$ cat src/rtl/spell_pkg.sv
// Shared types for the SPI memory arbiter: FSM state encoding, requester IDs
// and the command bundle latched at grant time.
package spell_pkg;

    typedef enum logic [1:0] {
        ST_IDLE = 2'd0,
        ST_BUSY = 2'd1,
        ST_GAP  = 2'd2
    } arb_state_e;

    typedef enum logic {
        PORT_A = 1'b0,
        PORT_B = 1'b1
    } port_e;

    typedef struct packed {
        logic [7:0] addr;
        logic       type_data;
        logic       write;
        logic [7:0] wdata;
    } mem_cmd_t;

endpackage

$ cat src/rtl/spell_rr_arb2.sv
// Combinational two-way arbiter: round-robin on ties, or A-first when fixed_prio is set.
// gnt[0] grants port A, gnt[1] grants port B.
module spell_rr_arb2
    import spell_pkg::*;
(
    input  logic [1:0] req,
    input  port_e      last,
    input  logic       fixed_prio,
    output logic [1:0] gnt
);

    // NOTE: every combinational output gets a default first so no path can infer a latch.
    always_comb begin
        gnt = 2'b00;
        case (req)
            2'b01:   gnt = 2'b01;
            2'b10:   gnt = 2'b10;
            2'b11:   gnt = (fixed_prio || last == PORT_B) ? 2'b01 : 2'b10;
            default: gnt = 2'b00;
        endcase
    end

endmodule

$ cat src/rtl/spell_mem_arbiter.sv
// Shares one SPI memory engine between a code-fetch port (A) and a data port (B),
// with a forced select-low gap between transactions and a watchdog timeout.
module spell_mem_arbiter
    import spell_pkg::*;
#(
    parameter int TIMEOUT_CYCLES = 200,
    parameter int GAP_CYCLES     = 1,
    parameter bit FIXED_PRIO_A   = 1'b0
) (
    input  logic       clk,
    input  logic       rst,
    input  logic       req_a,
    input  logic [7:0] addr_a,
    input  logic       type_a,
    output logic       ack_a,
    input  logic       req_b,
    input  logic [7:0] addr_b,
    input  logic       type_b,
    input  logic       write_b,
    input  logic [7:0] wdata_b,
    output logic       ack_b,
    output logic [7:0] rdata,
    output logic       err,
    output logic       mem_select,
    output logic [7:0] mem_addr,
    output logic       mem_type_data,
    output logic       mem_write,
    output logic [7:0] mem_wdata,
    input  logic [7:0] mem_rdata,
    input  logic       mem_data_ready
);

    // One counter serves as both watchdog (BUSY) and gap timer (GAP).
    localparam int CNT_MAX = (TIMEOUT_CYCLES > GAP_CYCLES) ? TIMEOUT_CYCLES : GAP_CYCLES;
    localparam int CNT_W   = $clog2(CNT_MAX + 1);
    localparam logic [CNT_W-1:0] TO_LAST  = CNT_W'(TIMEOUT_CYCLES - 1);
    localparam logic [CNT_W-1:0] GAP_LAST = CNT_W'(GAP_CYCLES - 1);

    arb_state_e       r_state, w_state_nx;
    logic [CNT_W-1:0] r_cnt, w_cnt_nx;
    port_e            r_owner, w_owner_nx;
    port_e            r_last, w_last_nx;
    mem_cmd_t         r_cmd, w_cmd_nx;
    logic             r_select, w_select_nx;
    logic             r_ack_a, w_ack_a_nx;
    logic             r_ack_b, w_ack_b_nx;
    logic [7:0]       r_rdata, w_rdata_nx;
    logic             r_err, w_err_nx;
    logic [1:0]       w_gnt;

    spell_rr_arb2 u_arb (
        .req        ({req_b, req_a}),
        .last       (r_last),
        .fixed_prio (FIXED_PRIO_A),
        .gnt        (w_gnt)
    );

    always_comb begin
        w_state_nx  = r_state;
        w_cnt_nx    = r_cnt;
        w_owner_nx  = r_owner;
        w_last_nx   = r_last;
        w_cmd_nx    = r_cmd;
        w_select_nx = r_select;
        w_ack_a_nx  = 1'b0;
        w_ack_b_nx  = 1'b0;
        w_rdata_nx  = 8'h00;
        w_err_nx    = 1'b0;

        case (r_state)
            ST_IDLE: begin
                if (w_gnt != 2'b00) begin
                    w_owner_nx  = w_gnt[0] ? PORT_A : PORT_B;
                    w_last_nx   = w_gnt[0] ? PORT_A : PORT_B;
                    if (w_gnt[0]) begin
                        // Code fetch is read-only.
                        w_cmd_nx.addr      = addr_a;
                        w_cmd_nx.type_data = type_a;
                        w_cmd_nx.write     = 1'b0;
                        w_cmd_nx.wdata     = 8'h00;
                    end else begin
                        w_cmd_nx.addr      = addr_b;
                        w_cmd_nx.type_data = type_b;
                        w_cmd_nx.write     = write_b;
                        w_cmd_nx.wdata     = wdata_b;
                    end
                    w_select_nx = 1'b1;
                    w_cnt_nx    = '0;
                    w_state_nx  = ST_BUSY;
                end
            end

            ST_BUSY: begin
                // data_ready takes precedence over a watchdog expiry in the same cycle.
                if (mem_data_ready || r_cnt == TO_LAST) begin
                    w_select_nx = 1'b0;
                    w_ack_a_nx  = (r_owner == PORT_A);
                    w_ack_b_nx  = (r_owner == PORT_B);
                    w_err_nx    = !mem_data_ready;
                    w_rdata_nx  = (mem_data_ready && !r_cmd.write) ? mem_rdata : 8'h00;
                    w_cnt_nx    = '0;
                    w_state_nx  = ST_GAP;
                end else begin
                    w_cnt_nx = r_cnt + 1'b1;
                end
            end

            ST_GAP: begin
                if (r_cnt == GAP_LAST) begin
                    w_cnt_nx   = '0;
                    w_state_nx = ST_IDLE;
                end else begin
                    w_cnt_nx = r_cnt + 1'b1;
                end
            end

            default: begin
                w_select_nx = 1'b0;
                w_cnt_nx    = '0;
                w_state_nx  = ST_IDLE;
            end
        endcase
    end

    // NOTE: state registers use non-blocking assignments so every flop samples pre-edge values.
    always_ff @(posedge clk or posedge rst) begin
        if (rst) begin
            r_state  <= ST_IDLE;
            r_cnt    <= '0;
            r_owner  <= PORT_A;
            r_last   <= PORT_B;
            r_cmd    <= '0;
            r_select <= 1'b0;
            r_ack_a  <= 1'b0;
            r_ack_b  <= 1'b0;
            r_rdata  <= 8'h00;
            r_err    <= 1'b0;
        end else begin
            r_state  <= w_state_nx;
            r_cnt    <= w_cnt_nx;
            r_owner  <= w_owner_nx;
            r_last   <= w_last_nx;
            r_cmd    <= w_cmd_nx;
            r_select <= w_select_nx;
            r_ack_a  <= w_ack_a_nx;
            r_ack_b  <= w_ack_b_nx;
            r_rdata  <= w_rdata_nx;
            r_err    <= w_err_nx;
        end
    end

    assign ack_a         = r_ack_a;
    assign ack_b         = r_ack_b;
    assign rdata         = r_rdata;
    assign err           = r_err;
    assign mem_select    = r_select;
    assign mem_addr      = r_cmd.addr;
    assign mem_type_data = r_cmd.type_data;
    assign mem_write     = r_cmd.write;
    assign mem_wdata     = r_cmd.wdata;

endmodule

$ cat config.mk
export PLATFORM = sky130hd
export DESIGN_NAME = spell_mem_arbiter
export DESIGN_NICKNAME = d
export VERILOG_FILES = /design/src/rtl/spell_pkg.sv /design/src/rtl/spell_rr_arb2.sv /design/src/rtl/spell_mem_arbiter.sv
export SDC_FILE = /design/constraint.sdc
export NUM_CORES = 1
export LEC_CHECK = 0
export CAP_MARGIN = 20
export CORE_MARGIN = 10
export CORE_UTILIZATION = 29
export DETAILED_ROUTE_END_ITERATION = 7
export SLEW_MARGIN = 20
export SYNTH_ARGS = -nofsm -noshare
export SYNTH_HDL_FRONTEND = slang
export SYNTH_HIERARCHICAL = 1
export SYNTH_SLANG_ARGS = --single-unit
$ cat constraint.sdc
create_clock -name clk -period 1.7 [get_ports clk]
set_input_delay 0.34 -clock clk [delete_from_list [all_inputs] [get_ports clk]]
set_output_delay 0.34 -clock clk [all_outputs]
set_load 0.02 [all_outputs]
---- Yosys cells after proc, flatten, opt, wreduce, memory -nomap -nowiden ----
Index checks and enable logic that the tools add are counted.
word-level totals
  register bits ........................... 42
  input bits .............................. 40
  output and inout bits ................... 30
  word-level logic and storage cells ...... 59
operators by class
  add/subtract/negate cells ............... 1
  equal/unequal tests ..................... 9
  multiplexer cells ....................... 24
  bitwise logic cells ..................... 2
  reductions and logical operators ........ 10
operators by type and width
  cell                   number
  $mux W8                6
  $pmux W8 S3            1
  $mux W18               1
  $pmux W2 S3            2
  $mux W1                9
  $add A8 B1 Y8 const B  1
  $eq A8 B8 Y1 const B   1
  $logic_not A8 Y1       1
  $mux W2                4
  $eq A2 B2 Y1 const B   3
  $ne A2 B2 Y1 const B   3
  $reduce_and A3 Y1      2
  $eq A2 B1 Y1 const B   2
  $pmux W1 S3            1
  $logic_not A1 Y1       2
  $logic_not A2 Y1       1
  $not A1 Y1             2
  $reduce_and A2 Y1      1
  $reduce_bool A2 Y1     1
  $logic_and A1 B1 Y1    1
  $logic_or A1 B1 Y1     1

---- Depth between registers and ports, before layout ----
Gate-level depths: netlist (run 1).
  depth after elaboration ................. 5
  mapped depth ............................ 8
  gate-level depth less buffers ........... 6

---- Hierarchy ----
The synthesis (run 1) kept the hierarchy.
modules (own cells, without submodules)
  module             times used  cells an instance  area each (µm²)
  spell_mem_arbiter  1           190                1963.1
  spell_rr_arb2      1           4                  22.5

---- Least setup slack after synthesis (run 1) ----
OpenSTA, ideal clock, no wires.
  path kind ............................... reg2reg
  from .................................... reg r_last
  to ...................................... reg r_cnt[4]
  setup time .............................. 134 ps
  data arrival time ....................... 1551 ps
  data required time ...................... 1566 ps
  slack ................................... 16 ps
  stages on the path, launching flop included .. 8
  buffers on the path ..................... 1
  clock period less this slack ............ 1684 ps
  cells stage by stage .................... dfstp_2 -> o21ai_1 -> and2_1 -> nor3b_2 -> clkbuf_1 -> nor3_1 -> o211ai_1 -> o211ai_1
on the way
  cells in the longest elaborated chain, start to end .. 4
ends and longest elaborated chain
  item                           line                      RTL
  start, declared                spell_mem_arbiter.sv:42   port_e r_last, w_last_nx;
  start signal, assigned         spell_mem_arbiter.sv:142  r_last <= w_last_nx;
  $mux W2                        spell_rr_arb2.sv:18       2'b11: gnt = (fixed_prio || last == PORT_B) ? 2'b01 : 2'b10;
  $pmux W2 S3                    spell_rr_arb2.sv:15       case (req)
  via w_gnt[1]                   spell_mem_arbiter.sv:49   logic [1:0] w_gnt;
  $reduce_bool A2 Y1             spell_mem_arbiter.sv:72   if (w_gnt != 2'b00) begin
  $ne A2 B2 Y1 (no source line)  --
  end signal, assigned           spell_mem_arbiter.sv:140  r_cnt <= w_cnt_nx;
  end, declared                  spell_mem_arbiter.sv:40   logic [CNT_W-1:0] r_cnt, w_cnt_nx;
The timed path passes the listed nets, and every way through them passes these cells.
A chain may end at the register's enable or synchronous reset.

---- Final worst setup path (run 1) ----
  from .................................... reg r_cnt[3]
  to ...................................... reg r_state[1]
on the way
  cells in the longest elaborated chain, start to end .. 4
  elaborated cells between the ends (all ways) .. 6
  those cells by class .................... 3 x eq/ne; 3 x reduce/logical
ends and longest elaborated chain
  item                                  line                      RTL
  $eq A8 B8 Y1                          spell_mem_arbiter.sv:95   if (mem_data_ready || r_cnt == TO_LAST) begin
  $logic_or A1 B1 Y1                    spell_mem_arbiter.sv:95
  $ne A2 B2 Y1 (no source line)         --
  $reduce_and A3 Y1 (no source line) *  --
  end signal, assigned                  spell_mem_arbiter.sv:139  r_state <= w_state_nx;
  end, declared                         spell_mem_arbiter.sv:39   arb_state_e r_state, w_state_nx;
Mark *: on every way between the ends. The rest lies on a longest branch, timed or not.

==> metrics.md, run 1 <==
| Metric | Value |
|---|---|
| Routed vias | `1,690` |
| Shortest period the worst path allows | `1.65 ns` |
| Core ar. | `approximately 6700 µm²` |
| Detailed Route WL | `5180 µm` |
| Routed wire per std cell | `13.9 µm` |
| Critical path cell sequence | `nor3_4 -> a41oi_4 -> nor3_4 -> mux2_4` |
| Starting Density | `approximately 30%` |
| Synth cell types | `37` |
| Layout filler cell count | `658` |
| Post-route standard cell area excluding fillers | `3130 µm²` |
| Proportion of layout cells with a drive suffix above 1 | `~18%` |
| Routed vias/inst | `4.54` |
| Crit path DAT | `1.84 ns` |
| Total inserted antenna cells | `0` |
| Pin count of the biggest net entering global routing | `23` |
| Sort of element at the start of the critical path | `flop` |
| Number of buffer cells added on primary ports | `69` |
| Design Power | `0.00421 W` |
| Logic pwr share | `between 40 and 50%` |
| Total of warnings raised by yosys | `6` |
| Maximum clock frequency | `between 600 and 700 MHz` |
| Switching share of power | `a little under two fifths` |
| Total number of clock tree sinks | `42` |
| Most common cell after layout, fill and taps aside | `clkdlybuf4s50_1` |
| Max-cap violations | `0` |
| Total track usage | `9.81%` |
| Sum of negative setup slack | `0 ns` |
| Number of hold violations in the final report | `0` |
| Final Net Count | `336` |
| Clock power share | `between 10% and 20%` |
| Share of synthesized area occupied by flip-flops and latches | `approximately 53%` |
| Crit end category | `flop` |
| Synthesized netlist cell count | `194` |
| Total of flip-flops plus latches after synthesis | `42` |
| Number of clock buffers inserted by TritonCTS | `5` |
| Switching power | `0.00158 W` |
| Global-route wire length before repair | `8110 µm` |
| Width of the die | `just over 100 µm` |
| Number of remaining DRC errors | `0` |
| Number of detailed-route iterations in the first pass | `4` |
| Via count of the first global-routing pass | `1,703` |
| Clock-pin slew on the worst setup and hold paths | `0.09 ns` |
| Final setup violation count | `0` |
| Commonest cells after routing, fill and taps aside | `clkdlybuf4s50_1 (68), dfrtp_1 (41), nand2_1 (32)` |
| Leading post-synthesis cells by cell area | `dfrtp_1 (52%), nand2_1 (6.0%), mux2i_1 (5.0%)` |
| Detailed Route Iter0 Violations | `46` |
| Class of the worst hold path | `in2async` |
| HPWL after DPL | `3990 µm` |
| Placement-stage cell area | `2960 µm²` |
| Worst supply voltage drop on vdd | `0.597 mV` |
| Die height | `103 µm` |
| Final global-route overflow total | `0` |
| Antenna violations before repair | `0` |
| # IOs | `70` |
| Unrepaired setup endpoints after global routing | `yes` |
| Post-detailed-route count of antenna-violating nets | `0` |
| Cell mode on critical path | `nor3_4` |
| CTS tree | `done` |
| Number of H-tree levels | `2` |
| Power share of the sequential group | `a little over a third` |
| Die area | `10,600 µm²` |
| Largest area contributor in the netlist | `dfrtp_1` |
| Result of the run | `completed` |
| CP max stage cell | `dfrtp_1` |
| Cell-internal power | `around 0.0026 W` |
| Delay contributed by the slowest stage of the critical path | `0.41 ns` |
| P&R area growth vs syn | `57.6%` |
| Final instance count without filler cells | `372` |
| Critical path class | `reg2reg` |
| Clock insertion delay at the later pin of the skew report | `0.30 ns` |
| Worst hold slack after final layout | `0.290 ns` |
| Power density over the cells | `1340 nW/µm²` |
| Number of max-slew violations in the final report | `0` |
| Netlist area before placement | `1990 µm²` |
| Number of placement rows | `30` |
| Top fanout value on the critical path | `4` |
| Final setup skew | `0.00507 ns` |
| Mean post-synth cell area | `10.2 µm²` |
| Leakage power | `1.37 nW` |
| Required arrival time at the worst endpoint | `1.89 ns` |
| Clock Path Buffers | `2` |
| Fraction of the cycle the final worst path needs | `between 90 and 100%` |
| Share of the synthesized area in the top cell type | `51.7%` |
| Placed cell count | `360` |
| Final estimated routing congestion in global placement | `0.824` |
| Clock Tree Root | `clkbuf_8` |
-- cells by family after synthesis --
family | Yosys count | synth area share (%)
flops | 42 | 53.0
fa+ha+maj | 5 | 3.15
compound gates | 45 | 15.6
simple gates | 74 | 19.2
buf+inv | 16 | 3.28
mux | 11 | 5.61
other cells | 1 | 0.189
-- sequential cells by signal, summed over array words and instances, names as in the netlist --
signal / count
ack_a: 1
r_owner: 1
mem_type_data: 1
r_state: 2
r_cnt: 8
rdata: 8
mem_addr: 8
mem_select: 1
err: 1
r_last: 1
mem_write: 1
ack_b: 1
mem_wdata: 8
-- through the flow --
step,util [%],setup slack (ns)
finish,46.6,0.0464
global placement,44.0,-0.186
CTS,45.4,0.0295
global route,46.6,-0.0185
detailed placement,44.0,-0.212
floorplan,-,0.0155
-- worst paths after layout --
path	startpoint	end	slack [ns]	depth (start not counted)
worst min register to register	mem_addr[0]$_DFFE_PP0P_	mem_addr[0]$_DFFE_PP0P_	0.49	2
worst max-delay path	r_cnt[3]$_DFFE_PP0P_	r_state[1]$_DFFE_PP0P_	0.05	4
min in group clk	mem_addr[0]$_DFFE_PP0P_	mem_addr[0]$_DFFE_PP0P_	0.49	2
worst max register to register	r_cnt[3]$_DFFE_PP0P_	r_state[1]$_DFFE_PP0P_	0.05	4
worst min-delay path	rst	mem_wdata[2]$_DFFE_PP0P_	0.29	2
max in group asynchronous	rst	r_last$_DFFE_PP1P_	0.90	3
-- per-layer routing --
layer	GRT usage, %	part of all wire (%)	up-vias
li1	-	-	860
met1	11.6	43	773
met2	15.4	47	52
met3	4.83	8.9	5
met4	2.89	0.85	0
met5	0	0	-
-- power by group through the flow --
stage / Sequential (W) / Combinational (W) / Clock (W)
final: 0.00147 / 0.00207 / 0.000659
after CTS: 0.00147 / 0.00201 / 0.000688
after global placement: 0.00148 / 0.00200 / 0
after global routing: 0.00151 / 0.00228 / 0.000735
after floorplan: 0.00178 / 0.000706 / 0
after detailed placement: 0.00149 / 0.00200 / 0
-- cell type report --
type / instances / area, µm² / area share, %
clock buffers: 5 / 68.8 / 2.20
clock inverters: 3 / 21.3 / 0.680
inverters: 8 / 30.0 / 0.960
multi-input cells: 137 / 921 / 29.4
flip-flops and latches: 42 / 1050 / 33.6
well taps: 80 / 100 / 3.20
repair buffers: 97 / 936 / 29.9
-- worst max-delay path, delay by kind of cell (launching register included) --
kind	cells	cell delay [ns]
compound gates	1	0.21
simple gates	2	0.60
mux	1	0.31
flops	1	0.41
-- cell usage after synthesis (all sizes together) --
cell type	number
clkbuf	4
nand2	32
a41oi	1
mux2i	10
dfrtp	41
buf	4
a21boi	1
o22ai	1
conb	1
mux2	1
and2	11
o32a	1
nor2	9
o21ai	25
o311ai	3
nand2b	10
ha	5
dfstp	1
and3	1
o32ai	1
o211ai	4
o2111ai	2
inv	8
nand4	1
nor3	5
and4	1
nor3b	2
nand3	2
a21oi	6
-- what timing repair did --
action / in CTS / in global routing
resized for setup: 0 / 14
buffers inserted: 0 / 4
hold buffers: 0 / 0
endpoints found under the hold margin: 0 / 0
setup endpoints to repair: 0 / 7
Power figures use the tool's default switching activity.
==> run 2: changes to the inputs <==
--- a/config.mk
+++ b/config.mk
@@ -5,7 +5,6 @@
 export SDC_FILE = /design/constraint.sdc
 export NUM_CORES = 1
 export LEC_CHECK = 0
-export CAP_MARGIN = 20
 export CORE_MARGIN = 10
 export CORE_UTILIZATION = 29
 export DETAILED_ROUTE_END_ITERATION = 7
==> results of run 2 <==
The final DEF is identical to that of run 1; final timing and power are the same.
